[src/rtl/p_int_div_pow2_pkg.sv]
// Shared perceptron datapath package: data configuration type, rounding modes and stat widths.
// DEF_DCONF is the default lane configuration used when a block is not overridden.
`ifndef DEF_DCONF
`define DEF_DCONF '{sign: 1'b1, prec: 8'd16}
`endif

package p_int_div_pow2_pkg;

  typedef struct packed {
    logic       sign;
    logic [7:0] prec;
  } dconf_t;

  typedef enum logic [1:0] {
    RND_TRUNC = 2'd0,
    RND_HALF  = 2'd1,
    RND_NZ    = 2'd2
  } rnd_mode_t;

  localparam int SAT_CNT_W = 16;

endpackage

[src/rtl/p_int_rshift_rnd.sv]
// Per-lane magnitude, right shift, round increment and remainder (combinational).
// The shift amount arrives already clamped to SHIFT_MAX; SHIFT_MAX must not exceed I_PREC.
module p_int_rshift_rnd
  import p_int_div_pow2_pkg::*;
#(
  parameter int I_PREC    = 16,
  parameter bit I_SIGN    = 1'b1,
  parameter int SHIFT_MAX = 8,
  parameter int SHIFT_W   = $clog2(SHIFT_MAX + 1)
) (
  input  logic [I_PREC-1:0]    din,
  input  logic [SHIFT_W-1:0]   shift,
  input  logic [1:0]           rnd,
  output logic                 sgn,
  output logic [I_PREC:0]      quo,
  output logic                 rinc,
  output logic [SHIFT_MAX-1:0] rem
);

  logic [I_PREC:0] mag;
  logic            half_bit;

  // NOTE: every output of a combinational block gets a default first so no path leaves it unassigned (no latch).
  always_comb begin
    sgn      = I_SIGN & din[I_PREC-1];
    // One extra bit keeps |most negative| exact.
    mag      = sgn ? -{din[I_PREC-1], din} : {1'b0, din};
    quo      = mag >> shift;
    rem      = '0;
    half_bit = 1'b0;
    rinc     = 1'b0;
    for (int i = 0; i < SHIFT_MAX; i++) begin
      if (i < int'(shift))      rem[i]   = mag[i];
      if (i + 1 == int'(shift)) half_bit = mag[i];
    end
    // With shift 0 both rem and half_bit are 0, so no increment is possible.
    case (rnd)
      RND_HALF: rinc = half_bit;
      RND_NZ:   rinc = |rem;
      default:  rinc = 1'b0;
    endcase
  end

endmodule

[src/rtl/p_int_div_pow2_pipe.sv]
// Two-stage, multi-lane signed/unsigned divide by 2^k with rounding, saturation and valid/ready.
// Optional saturation statistics counter under `P_DIV_POW2_STAT_EN.
module p_int_div_pow2_pipe
  import p_int_div_pow2_pkg::*;
#(
  parameter int     LANES     = 4,
  parameter int     SHIFT_MAX = 8,
  parameter int     SHIFT_W   = $clog2(SHIFT_MAX + 1),
  parameter dconf_t I_CONF    = `DEF_DCONF,
  parameter dconf_t O_CONF    = `DEF_DCONF,
  parameter int     I_PREC    = int'(I_CONF.prec),
  parameter int     O_PREC    = int'(O_CONF.prec)
) (
  input  logic                       clk,
  input  logic                       reset_,
  input  logic                       in_valid,
  output logic                       in_ready,
  input  logic [LANES*I_PREC-1:0]    in_data,
  input  logic [SHIFT_W-1:0]         in_shift,
  input  logic [1:0]                 in_round,
  output logic                       out_valid,
  input  logic                       out_ready,
  output logic [LANES*O_PREC-1:0]    out_data,
  output logic [LANES*SHIFT_MAX-1:0] out_rem,
  output logic [LANES-1:0]           out_ovf
`ifdef P_DIV_POW2_STAT_EN
  ,
  input  logic                       stat_clr,
  output logic [SAT_CNT_W-1:0]       sat_cnt
`endif
);

  localparam int V_W = I_PREC + 2;
  localparam logic signed [V_W-1:0] O_MAX = O_CONF.sign ?
      V_W'((64'sd1 <<< (O_PREC - 1)) - 64'sd1) : V_W'((64'sd1 <<< O_PREC) - 64'sd1);
  localparam logic signed [V_W-1:0] O_MIN = O_CONF.sign ?
      V_W'(-(64'sd1 <<< (O_PREC - 1))) : V_W'(0);

  logic [SHIFT_W-1:0]                 k;
  logic [LANES-1:0]                   lane_sgn, lane_rinc;
  logic [LANES-1:0][I_PREC:0]         lane_quo;
  logic [LANES-1:0][SHIFT_MAX-1:0]    lane_rem;

  logic                               s1_load, s2_load;
  logic                               s1_valid_q, s1_valid_d, s2_valid_q, s2_valid_d;
  logic [LANES-1:0]                   s1_sgn_q, s1_sgn_d, s1_rinc_q, s1_rinc_d;
  logic [LANES-1:0][I_PREC:0]         s1_quo_q, s1_quo_d;
  logic [LANES-1:0][SHIFT_MAX-1:0]    s1_rem_q, s1_rem_d, s2_rem_q, s2_rem_d;
  logic [LANES-1:0][O_PREC-1:0]       s2_data_q, s2_data_d;
  logic [LANES-1:0]                   s2_ovf_q, s2_ovf_d;
  logic signed [V_W-1:0]              v_sum, v_val;

  assign k = (in_shift > SHIFT_W'(SHIFT_MAX)) ? SHIFT_W'(SHIFT_MAX) : in_shift;

  for (genvar g = 0; g < LANES; g++) begin : g_lane
    p_int_rshift_rnd #(
      .I_PREC   (I_PREC),
      .I_SIGN   (I_CONF.sign),
      .SHIFT_MAX(SHIFT_MAX),
      .SHIFT_W  (SHIFT_W)
    ) u_rshift (
      .din  (in_data[g*I_PREC +: I_PREC]),
      .shift(k),
      .rnd  (in_round),
      .sgn  (lane_sgn[g]),
      .quo  (lane_quo[g]),
      .rinc (lane_rinc[g]),
      .rem  (lane_rem[g])
    );
  end

  always_comb begin
    s2_load    = s1_valid_q && (!s2_valid_q || out_ready);
    in_ready   = !s1_valid_q || !s2_valid_q || out_ready;
    s1_load    = in_valid && in_ready;
    s1_valid_d = s1_load || (s1_valid_q && !s2_load);
    s2_valid_d = s2_load || (s2_valid_q && !out_ready);

    s1_sgn_d  = s1_sgn_q;
    s1_quo_d  = s1_quo_q;
    s1_rinc_d = s1_rinc_q;
    s1_rem_d  = s1_rem_q;
    s2_data_d = s2_data_q;
    s2_rem_d  = s2_rem_q;
    s2_ovf_d  = s2_ovf_q;
    v_sum     = '0;
    v_val     = '0;

    if (s1_load) begin
      s1_sgn_d  = lane_sgn;
      s1_quo_d  = lane_quo;
      s1_rinc_d = lane_rinc;
      s1_rem_d  = lane_rem;
    end

    if (s2_load) begin
      s2_rem_d = s1_rem_q;
      for (int l = 0; l < LANES; l++) begin
        v_sum = V_W'(s1_quo_q[l]) + V_W'(s1_rinc_q[l]);
        v_val = s1_sgn_q[l] ? -v_sum : v_sum;
        if (v_val > O_MAX) begin
          s2_data_d[l] = O_MAX[O_PREC-1:0];
          s2_ovf_d[l]  = 1'b1;
        end else if (v_val < O_MIN) begin
          s2_data_d[l] = O_MIN[O_PREC-1:0];
          s2_ovf_d[l]  = 1'b1;
        end else begin
          s2_data_d[l] = v_val[O_PREC-1:0];
          s2_ovf_d[l]  = 1'b0;
        end
      end
    end
  end

  // NOTE: sequential state uses non-blocking assignments so every flop samples pre-edge values.
  always_ff @(posedge clk or negedge reset_) begin
    if (!reset_) begin
      // NOTE: data registers are reset too, because the outputs must read 0 while in reset.
      s1_valid_q <= 1'b0;
      s2_valid_q <= 1'b0;
      s1_sgn_q   <= '0;
      s1_quo_q   <= '0;
      s1_rinc_q  <= '0;
      s1_rem_q   <= '0;
      s2_data_q  <= '0;
      s2_rem_q   <= '0;
      s2_ovf_q   <= '0;
    end else begin
      s1_valid_q <= s1_valid_d;
      s2_valid_q <= s2_valid_d;
      s1_sgn_q   <= s1_sgn_d;
      s1_quo_q   <= s1_quo_d;
      s1_rinc_q  <= s1_rinc_d;
      s1_rem_q   <= s1_rem_d;
      s2_data_q  <= s2_data_d;
      s2_rem_q   <= s2_rem_d;
      s2_ovf_q   <= s2_ovf_d;
    end
  end

  assign out_valid = s2_valid_q;
  assign out_data  = s2_data_q;
  assign out_rem   = s2_rem_q;
  assign out_ovf   = s2_ovf_q;

`ifdef P_DIV_POW2_STAT_EN
  logic [SAT_CNT_W-1:0] sat_cnt_q, sat_cnt_d;

  always_comb begin
    sat_cnt_d = sat_cnt_q;
    if (stat_clr) begin
      sat_cnt_d = '0;
    end else if (s2_valid_q && out_ready && (|s2_ovf_q) && (sat_cnt_q != '1)) begin
      sat_cnt_d = sat_cnt_q + 1'b1;
    end
  end

  always_ff @(posedge clk or negedge reset_) begin
    if (!reset_) sat_cnt_q <= '0;
    else         sat_cnt_q <= sat_cnt_d;
  end

  assign sat_cnt = sat_cnt_q;
`endif

endmodule

[config.mk]
export PLATFORM = sky130hd
export DESIGN_NAME = p_int_div_pow2_pipe
export DESIGN_NICKNAME = d
export VERILOG_FILES = /design/src/rtl/p_int_div_pow2_pkg.sv /design/src/rtl/p_int_rshift_rnd.sv /design/src/rtl/p_int_div_pow2_pipe.sv
export SDC_FILE = /design/constraint.sdc
export NUM_CORES = 1
export LEC_CHECK = 0
export ABC_AREA = 1
export CAP_MARGIN = 20
export CORE_MARGIN = 1.5
export CORE_UTILIZATION = 39
export DETAILED_ROUTE_END_ITERATION = 16
export GPL_ROUTABILITY_DRIVEN = 1
export PLACE_DENSITY_LB_ADDON = 0.1
export SLEW_MARGIN = 20
export SYNTH_ARGS = -nofsm -noshare
export SYNTH_HDL_FRONTEND = slang
export SYNTH_SLANG_ARGS = --single-unit
[constraint.sdc]
create_clock -name clk -period 3.05 [get_ports clk]
set_input_delay 0.61 -clock clk [delete_from_list [all_inputs] [get_ports clk]]
set_output_delay 0.61 -clock clk [all_outputs]
set_load 0.01 [all_outputs]
==> results of run 1 <==
critical path, delay by kind of cell (launching register included):
family	cells	cell delay (ns)
fa+ha+maj	2	0.40
xor+xnor	1	0.17
compound gates	1	0.09
simple gates	10	1.36
buf+inv	2	0.25
flops	1	0.40
state kept, by name, indices dropped and copies added (netlist names):
| name | count |
|---|---|
| out_valid | 1 |
| s1_rinc_q | 4 |
| out_rem | 32 |
| out_ovf | 4 |
| s1_sgn_q | 4 |
| s1_quo_q | 68 |
| out_data | 64 |
| s1_valid_q | 1 |
| s1_rem_q | 32 |
placed cells by master, fill, tap and decap left out, types with 5 or more instances in the layout:
cell type,n
nand2_1,730
inv_1,280
nor2_1,266
dfrtp_1,210
o21ai_0,192
clkdlybuf4s50_1,174
nand3_1,159
a21oi_1,101
buf_4,100
xor2_1,77
nand4_1,42
o22ai_1,28
clkbuf_16,27
nand2_2,25
or2_2,25
nor3_1,23
xnor2_1,23
a21oi_2,19
ha_1,17
nor2_2,16
buf_12,15
a31oi_1,13
o211ai_1,11
nand3b_1,11
inv_2,10
mux2i_1,7
o21ai_1,7
nor2_4,6
xor2_2,6
clkinv_2,6
clkinvlp_4,6
nor4_1,5
per-stage QoR:
stage                      util  cells  hold WS, ns  power, uW
after floorplan               -   2440        0.314       6200
after global placement    0.473   3161        0.461       7930
after detailed placement  0.473   3161        0.465       7980
after CTS                 0.496   3211       0.0711      11400
after global routing      0.499   3216        0.115      12100
final                     0.499   3216       0.0689      11300
power by group through the flow:
stage	Combinational [uW]	Sequential (uW)	Clock, uW
6_report	4150	3830	3360
5_1_grt	4650	3910	3570
4_1_cts	4120	3830	3450
3_5_place_dp	4100	3880	0
3_3_place_gp	4070	3860	0
2_1_floorplan	2260	3940	0
worst max path at each step:
stage	slack, ns	to	cells after the start	start
after global routing	0.007	out_data[8]	16	s1_quo_q[0]
after detailed placement	-0.08	s1_rinc_q[3]	14	in_data[48]
after floorplan	0.44	out_data[21]	15	s1_rinc_q[1]
after global placement	-0.04	s1_rinc_q[3]	14	in_data[48]
final	0.27	out_data[34]	16	s1_quo_q[34]
after CTS	0.12	out_data[36]	17	s1_quo_q[34]
synthesized netlist by cell type, types with 3 or more instances:
cell / number / area share
a21oi_1: 101 / 0.032
a21oi_2: 19 / 0.010
a21oi_4: 3 / 0.0031
a22oi_1: 4 / 0.0019
a31oi_1: 13 / 0.0051
and2_1: 3 / 0.0012
buf_1: 17 / 0.0040
buf_4: 5 / 0.0024
buf_6: 6 / 0.0043
clkbuf_1: 60 / 0.014
clkinv_1: 4 / 0.00095
dfrtp_1: 210 / 0.33
ha_1: 18 / 0.014
inv_1: 281 / 0.066
inv_2: 8 / 0.0019
mux2i_1: 7 / 0.0044
nand2_1: 732 / 0.17
nand2_2: 24 / 0.0095
nand3_1: 160 / 0.050
nand3_2: 3 / 0.0019
nand3b_1: 11 / 0.0052
nand4_1: 42 / 0.017
nor2_1: 269 / 0.064
nor2_2: 14 / 0.0055
nor2_4: 5 / 0.0035
nor3_1: 23 / 0.0073
nor4_1: 5 / 0.0020
o211ai_1: 11 / 0.0052
o21a_1: 3 / 0.0014
o21ai_0: 192 / 0.061
o21ai_1: 7 / 0.0022
o21ai_4: 3 / 0.0031
o21bai_1: 3 / 0.0014
o22ai_1: 28 / 0.011
or2_2: 25 / 0.0099
xnor2_1: 23 / 0.013
xor2_1: 79 / 0.044
xor2_2: 4 / 0.0041
kinds of logic (layout without fill, tap and decap cells):
logic type | after synthesis | in the layout | share of synthesized area
adders and majority gates | 18 | 18 | 0.0142
buffers and inverters | 383 | 633 | 0.0948
and+or+nand+nor | 1319 | 1320 | 0.352
xor gates and xnor gates | 106 | 106 | 0.0604
AOI/OAI and AO/OA | 397 | 397 | 0.143
muxes | 7 | 7 | 0.00442
DFF | 210 | 210 | 0.331
what timing repair did:
| action | CTS | global route |
|---|---|---|
| endpoints found under the setup margin | 0 | 63 |
| resized for setup | 0 | 6 |
| buffers inserted | 0 | 4 |
area by class of cell:
cell class | instances | area share
Clock inverter | 20 | 0.0117
Multi-Input combinational cell | 1848 | 0.460
Inverter | 293 | 0.0552
Sequential cell | 210 | 0.264
Timing Repair Buffer | 290 | 0.141
Clock buffer | 30 | 0.0350
Tap cell | 525 | 0.0330
routing by layer:
| metal | up-vias | routed length, um |
|---|---|---|
| met5 | - | 0 |
| met4 | 0 | 1070 |
| met3 | 69 | 2870 |
| met2 | 466 | 23100 |
| met1 | 7610 | 24000 |
| li1 | 8286 | - |
==> results.md, run 1 <==
* Clock-pin slew on the worst setup and hold paths at approximately 0.06 ns
* Post-placement cell area at between 15,000 and 20,000 um^2
* Placement Setup Slack at -0.0836 ns
* Comb pwr share at 0.366
* Initial Util at 0.398
* Critical Path Fanout Max at 8
* Post-Syn Nets at between 2,000 and 3,000
* Fmax at roughly 0.36 GHz
* Cell Area, Synth at 15,900 um^2
* WP data arrival at 3.23 ns
* Sw power at roughly 4100 uW
* Endpoint class of the critical path: flop
* Register Area at about 5300 um^2
* Largest net degree at the start of global routing at 96
* Cell-internal power at approximately 7200 uW
* # diodes at 0
* Vias in the first global route at about 16,000
* Outcome: completed
* Number of I/O pins at between 150 and 200
* Clk Tree Root Cell: clkbuf_16
* CTS H-tree lvls at 1
* Routed WL at just over 50,000 um
* Worst-Skew Late Latency at about 0.56 ns
* Congestion Overflow GR at 0
* Post-synth EDFFs at 0
* Max-cap violations at 0
* Final WS setup at ~0.27 ns
* Critical R2R Capture: out_data[34]
* Endpoints failing setup at 0
* DIE WIDTH at approximately 200 um
* Layout area overhead at 25.5%
* Sequential share of power at 0.337
* Remaining antenna violation count at 0
* Met1 usage at 0.345
* Gr usage total at 0.246
* Critical Path Max Stage Delay at about 0.40 ns
* Fin crit period at 2.78 ns
* Remaining DRCs at 0
* Worst setup SP type: flop
* Final hold viol count at 0
* First-pass GRT wire length at just over 80,000 um
* Worst vdd ir at approximately 0.40 mV
* Max-slew violation count at 0
* Antenna violations before repair at 0
* Actual slew at the worst max-slew pin at roughly 0.64 ns
* Clock skew at between 0.01 and 0.015 ns
* CP Class: reg2reg
* Cell mode on critical path: nand2_1
* Post-synth top flop: dfrtp_1
* Final TNS setup at 0 ns
* Die area at 41,900 um^2
* Final HPWL DP at 39,300 um
* R2R depth at 16
* Routability Congestion at 0.936
* Core ar. at 39,900 um^2
* Fillers at approximately 4,000
* Via count at ~16,000
* Multi-input gate area at roughly 9000 um^2
* Unrepaired setup endpoints after global routing: false
* CTS Buf Count at 27
* Post-CTS Hold Buffers at 0
* Flop2flop setup slack at between 0.2 and 0.3 ns
* Clock share of power at 0.297
* First DRT Iteration DRCs at a little under 1,000
* CTS tree: built
* GR peak layer: met2
* Post-route cell area at approximately 20,000 um^2
* Layout cells sized above 1 at 0.107
* Nets@finish at roughly 2,800
* Post-DR wirelength/cell at approximately 16 um
* CTS Buffer Depth at 3
* Met3 GRT Util at 0.0262
* Syn Inst Count at between 2,000 and 2,500
* Global routing usage on met2 at 0.401
* Seq cells post-synth at 210
* R2R Path Start: s1_quo_q[34]
* Port buffer count at around 180
* Die Y at 205 um
* Worst EP required at around 3.5 ns
* Crit share post-route at 0.913
* CP cell instances: ha_1 > ha_1 > inv_1 > nor2_4 > nand2_1 > xor2_1 > buf_4 > nand4_1 > nor2_1 > nand3_1 > nand2_1 > nand2_1 > nand2_2 > nand2_1 > nand2_4 > a21oi_1
* Pre-antenna DRT Iters at 5
* CTS Sinks at 210
* Asr flop ratio synth at 1.00
* Slew margin rel. at 0.569
* Netlist cell types at 47
* Net Sw Frac at 0.363
* Vias/cell at 5.11
* Class of the tightest hold or removal check: in2async
* Synth Area per Inst at 6.50 um^2
* CP max stage cell: dfrtp_1
* Pleak at 0.00961 uW
* Power Dens Cells at between 500 and 600 nW/um^2
* Num rows at 73
* Yosys warns at 0
* Sequential area share after synthesis at 0.331
(Power assumes the default switching activity.)
==> inputs of run 2 (changes only) <==
CORE_UTILIZATION = 25   (was 39)
SKIP_LAST_GASP = 1   (was not set)
==> results.md, run 2 (synthesis gave the netlist of run 1 again) <==
* WP data arrival at roughly 3.3 ns
* Final hold viol count at 0
* Slew margin rel. at 0.580
* CP Class: reg2reg
* Crit-path leading delay family: simple AND/OR/NAND/NOR gates
* First-pass GRT wire length at between 90,000 and 100,000 um
* Endpoints failing setup at 0
* Antenna violations before repair at 2
* Multi-input gate area at 9170 um^2
* Layout cells sized above 1 at 0.120
* Routed WL at ~60,000 um
* CP bufs+invs at 3
* Cell mode on critical path: nand2_1
* # diodes at 0
* Power Total at 11,500 uW
* Register Area at between 5000 and 6000 um^2
* Clock skew at ~0.038 ns
* Crit share post-route at 0.928
* Die Y at roughly 250 um
* R2R Path Start: s1_rinc_q[1]
* Via count at about 16,000
* Congestion Overflow GR at 0
* Initial Util at 0.252
* DIE WIDTH at between 200 and 300 um
* Commonest non-fill, non-tap cell in the layout: nand2_1
* Remaining antenna violation count at 0
* Vias in the first global route at approximately 16,000
* Clock-pin slew on the worst setup and hold paths at approximately 0.060 ns
* Commonest cells after routing, fill and taps aside: 730 x nand2_1, 280 x inv_1, 265 x nor2_1, 210 x dfrtp_1, 192 x o21ai_0
* Class of the tightest hold or removal check: in2async
* Reg with most FFs: s1_quo_q
* Worst setup SP type: flop
* Worst vdd ir at roughly 0.37 mV
* Routability Congestion at ~0.86
* Fillers at ~7,000
* Outcome: completed
* CP cell instances: ha_1 > ha_2 > inv_1 > ha_1 > inv_1 > nor2_1 > nand2_1 > nor2_2 > nand3_1 > nor2_2 > nand3_1 > nand2_1 > nand2_1 > nand2_2 > nand2_2 > a21oi_4 > buf_12 > a21oi_1
* Final HPWL DP at 45,500 um
* Port buffer count at between 150 and 200
* Number of flip-flops under the largest register name at 68
* Layout area overhead at 30.5%
* Actual slew at the worst max-slew pin at ~0.63 ns
* Pleak at between 0.009 and 0.01 uW
* Endpoint class of the critical path: flop
* Remaining DRCs at 0
* Worst-Skew Late Latency at between 0.5 and 0.6 ns
* Largest net degree at the start of global routing at 71
* Pre-antenna DRT Iters at 5
* CTS Buf Count at 28
* Number of I/O pins at 176
* Post-DR wirelength/cell at about 16 um
* Max-slew violation count at 0
* CTS H-tree lvls at 1
* CP max stage cell: dfrtp_1
* Die area at ~65,000 um^2
* Max-cap violations at 0
* CTS Sinks at 210
* Power Dens Cells at 553 nW/um^2
* Core ar. at 62,900 um^2
* Crit path from: s1_rinc_q[1]
* Final TNS setup at 0 ns
* Gr usage total at 0.180
* Clk Tree Root Cell: clkbuf_16
* Nets@finish at ~2,800
* Fin crit period at between 2 and 3 ns
* Critical Path Max Stage Delay at approximately 0.46 ns
* Post-CTS Hold Buffers at 0
* Fmax at ~0.35 GHz
* Num rows at slightly above 90
* Worst EP required at about 3.5 ns
* Unrepaired setup endpoints after global routing: true
* Vias/cell at around 4.6
* First DRT Iteration DRCs at about 1,000
* CTS Buffer Depth at 3
* Critical Path Fanout Max at 15
* CTS tree: built
-- run 2: stage by stage --
| step | setup WS [ns] | utilization | instances | cell area, um^2 | hold slack, ns |
|---|---|---|---|---|---|
| global placement | -0.190 | 0.313 | 3528 | 19700 | 0.466 |
| floorplan | 0.444 | - | 2440 | 15900 | 0.314 |
| CTS | 0.0725 | 0.328 | 3579 | 20600 | 0.0159 |
| global route | -0.0442 | 0.329 | 3582 | 20700 | 0.0476 |
| finish | 0.220 | 0.329 | 3582 | 20700 | 0.0228 |
| detailed placement | -0.241 | 0.313 | 3528 | 19700 | 0.464 |
-- run 2: path summary, 6_finish.rpt --
path	depth (start not counted)	end	slack (ns)
max	18	out_data[19]	0.22
min in group clk	2	out_rem[15]	0.48
max in group asynchronous	2	out_data[52]	2.33
max reg2reg	18	out_data[19]	0.22
min	1	out_data[25]	0.02
min reg2reg	2	out_rem[15]	0.48
-- run 2: power breakdown --
part	total, uW	leakage [uW]	internal, uW	switching, uW
clock network	3330	0.000453	1990	1340
logic	4290	0.00685	1920	2360
registers	3840	0.00254	3380	462
total	11500	0.00985	7290	4160
-- run 2: per-layer routing --
metal | wire length [um] | part of all wire | GRT usage | up-vias
met1 | 28500 | 0.49 | 0.250 | 7709
met5 | 12 | 0.00021 | 0 | -
met2 | 26200 | 0.45 | 0.295 | 293
li1 | - | - | - | 8353
met3 | 2340 | 0.040 | 0.0239 | 66
met4 | 1260 | 0.022 | 0.0445 | 2
-- run 2: worst register-to-register path: cells and delay by family (launching register included) --
kind	cells	cell delay (ns)
simple gates	10	1.08
buf+inv	3	0.29
fa+ha+maj	3	0.66
compound gates	2	0.24
flops	1	0.46
-- run 2: cell type report --
type,count,share of cell area
well taps,846,0.0511
inverters,293,0.0532
flip-flops and latches,210,0.254
repair buffers,335,0.155
clock inverters,5,0.00296
clock buffers,46,0.0415
multi-input cells,1847,0.443
-- run 2: repair_timing --
action | 4_1_cts | 5_1_grt
endpoints found under the setup margin | 0 | 64
buffers inserted | 0 | 3
resized for setup | 0 | 8
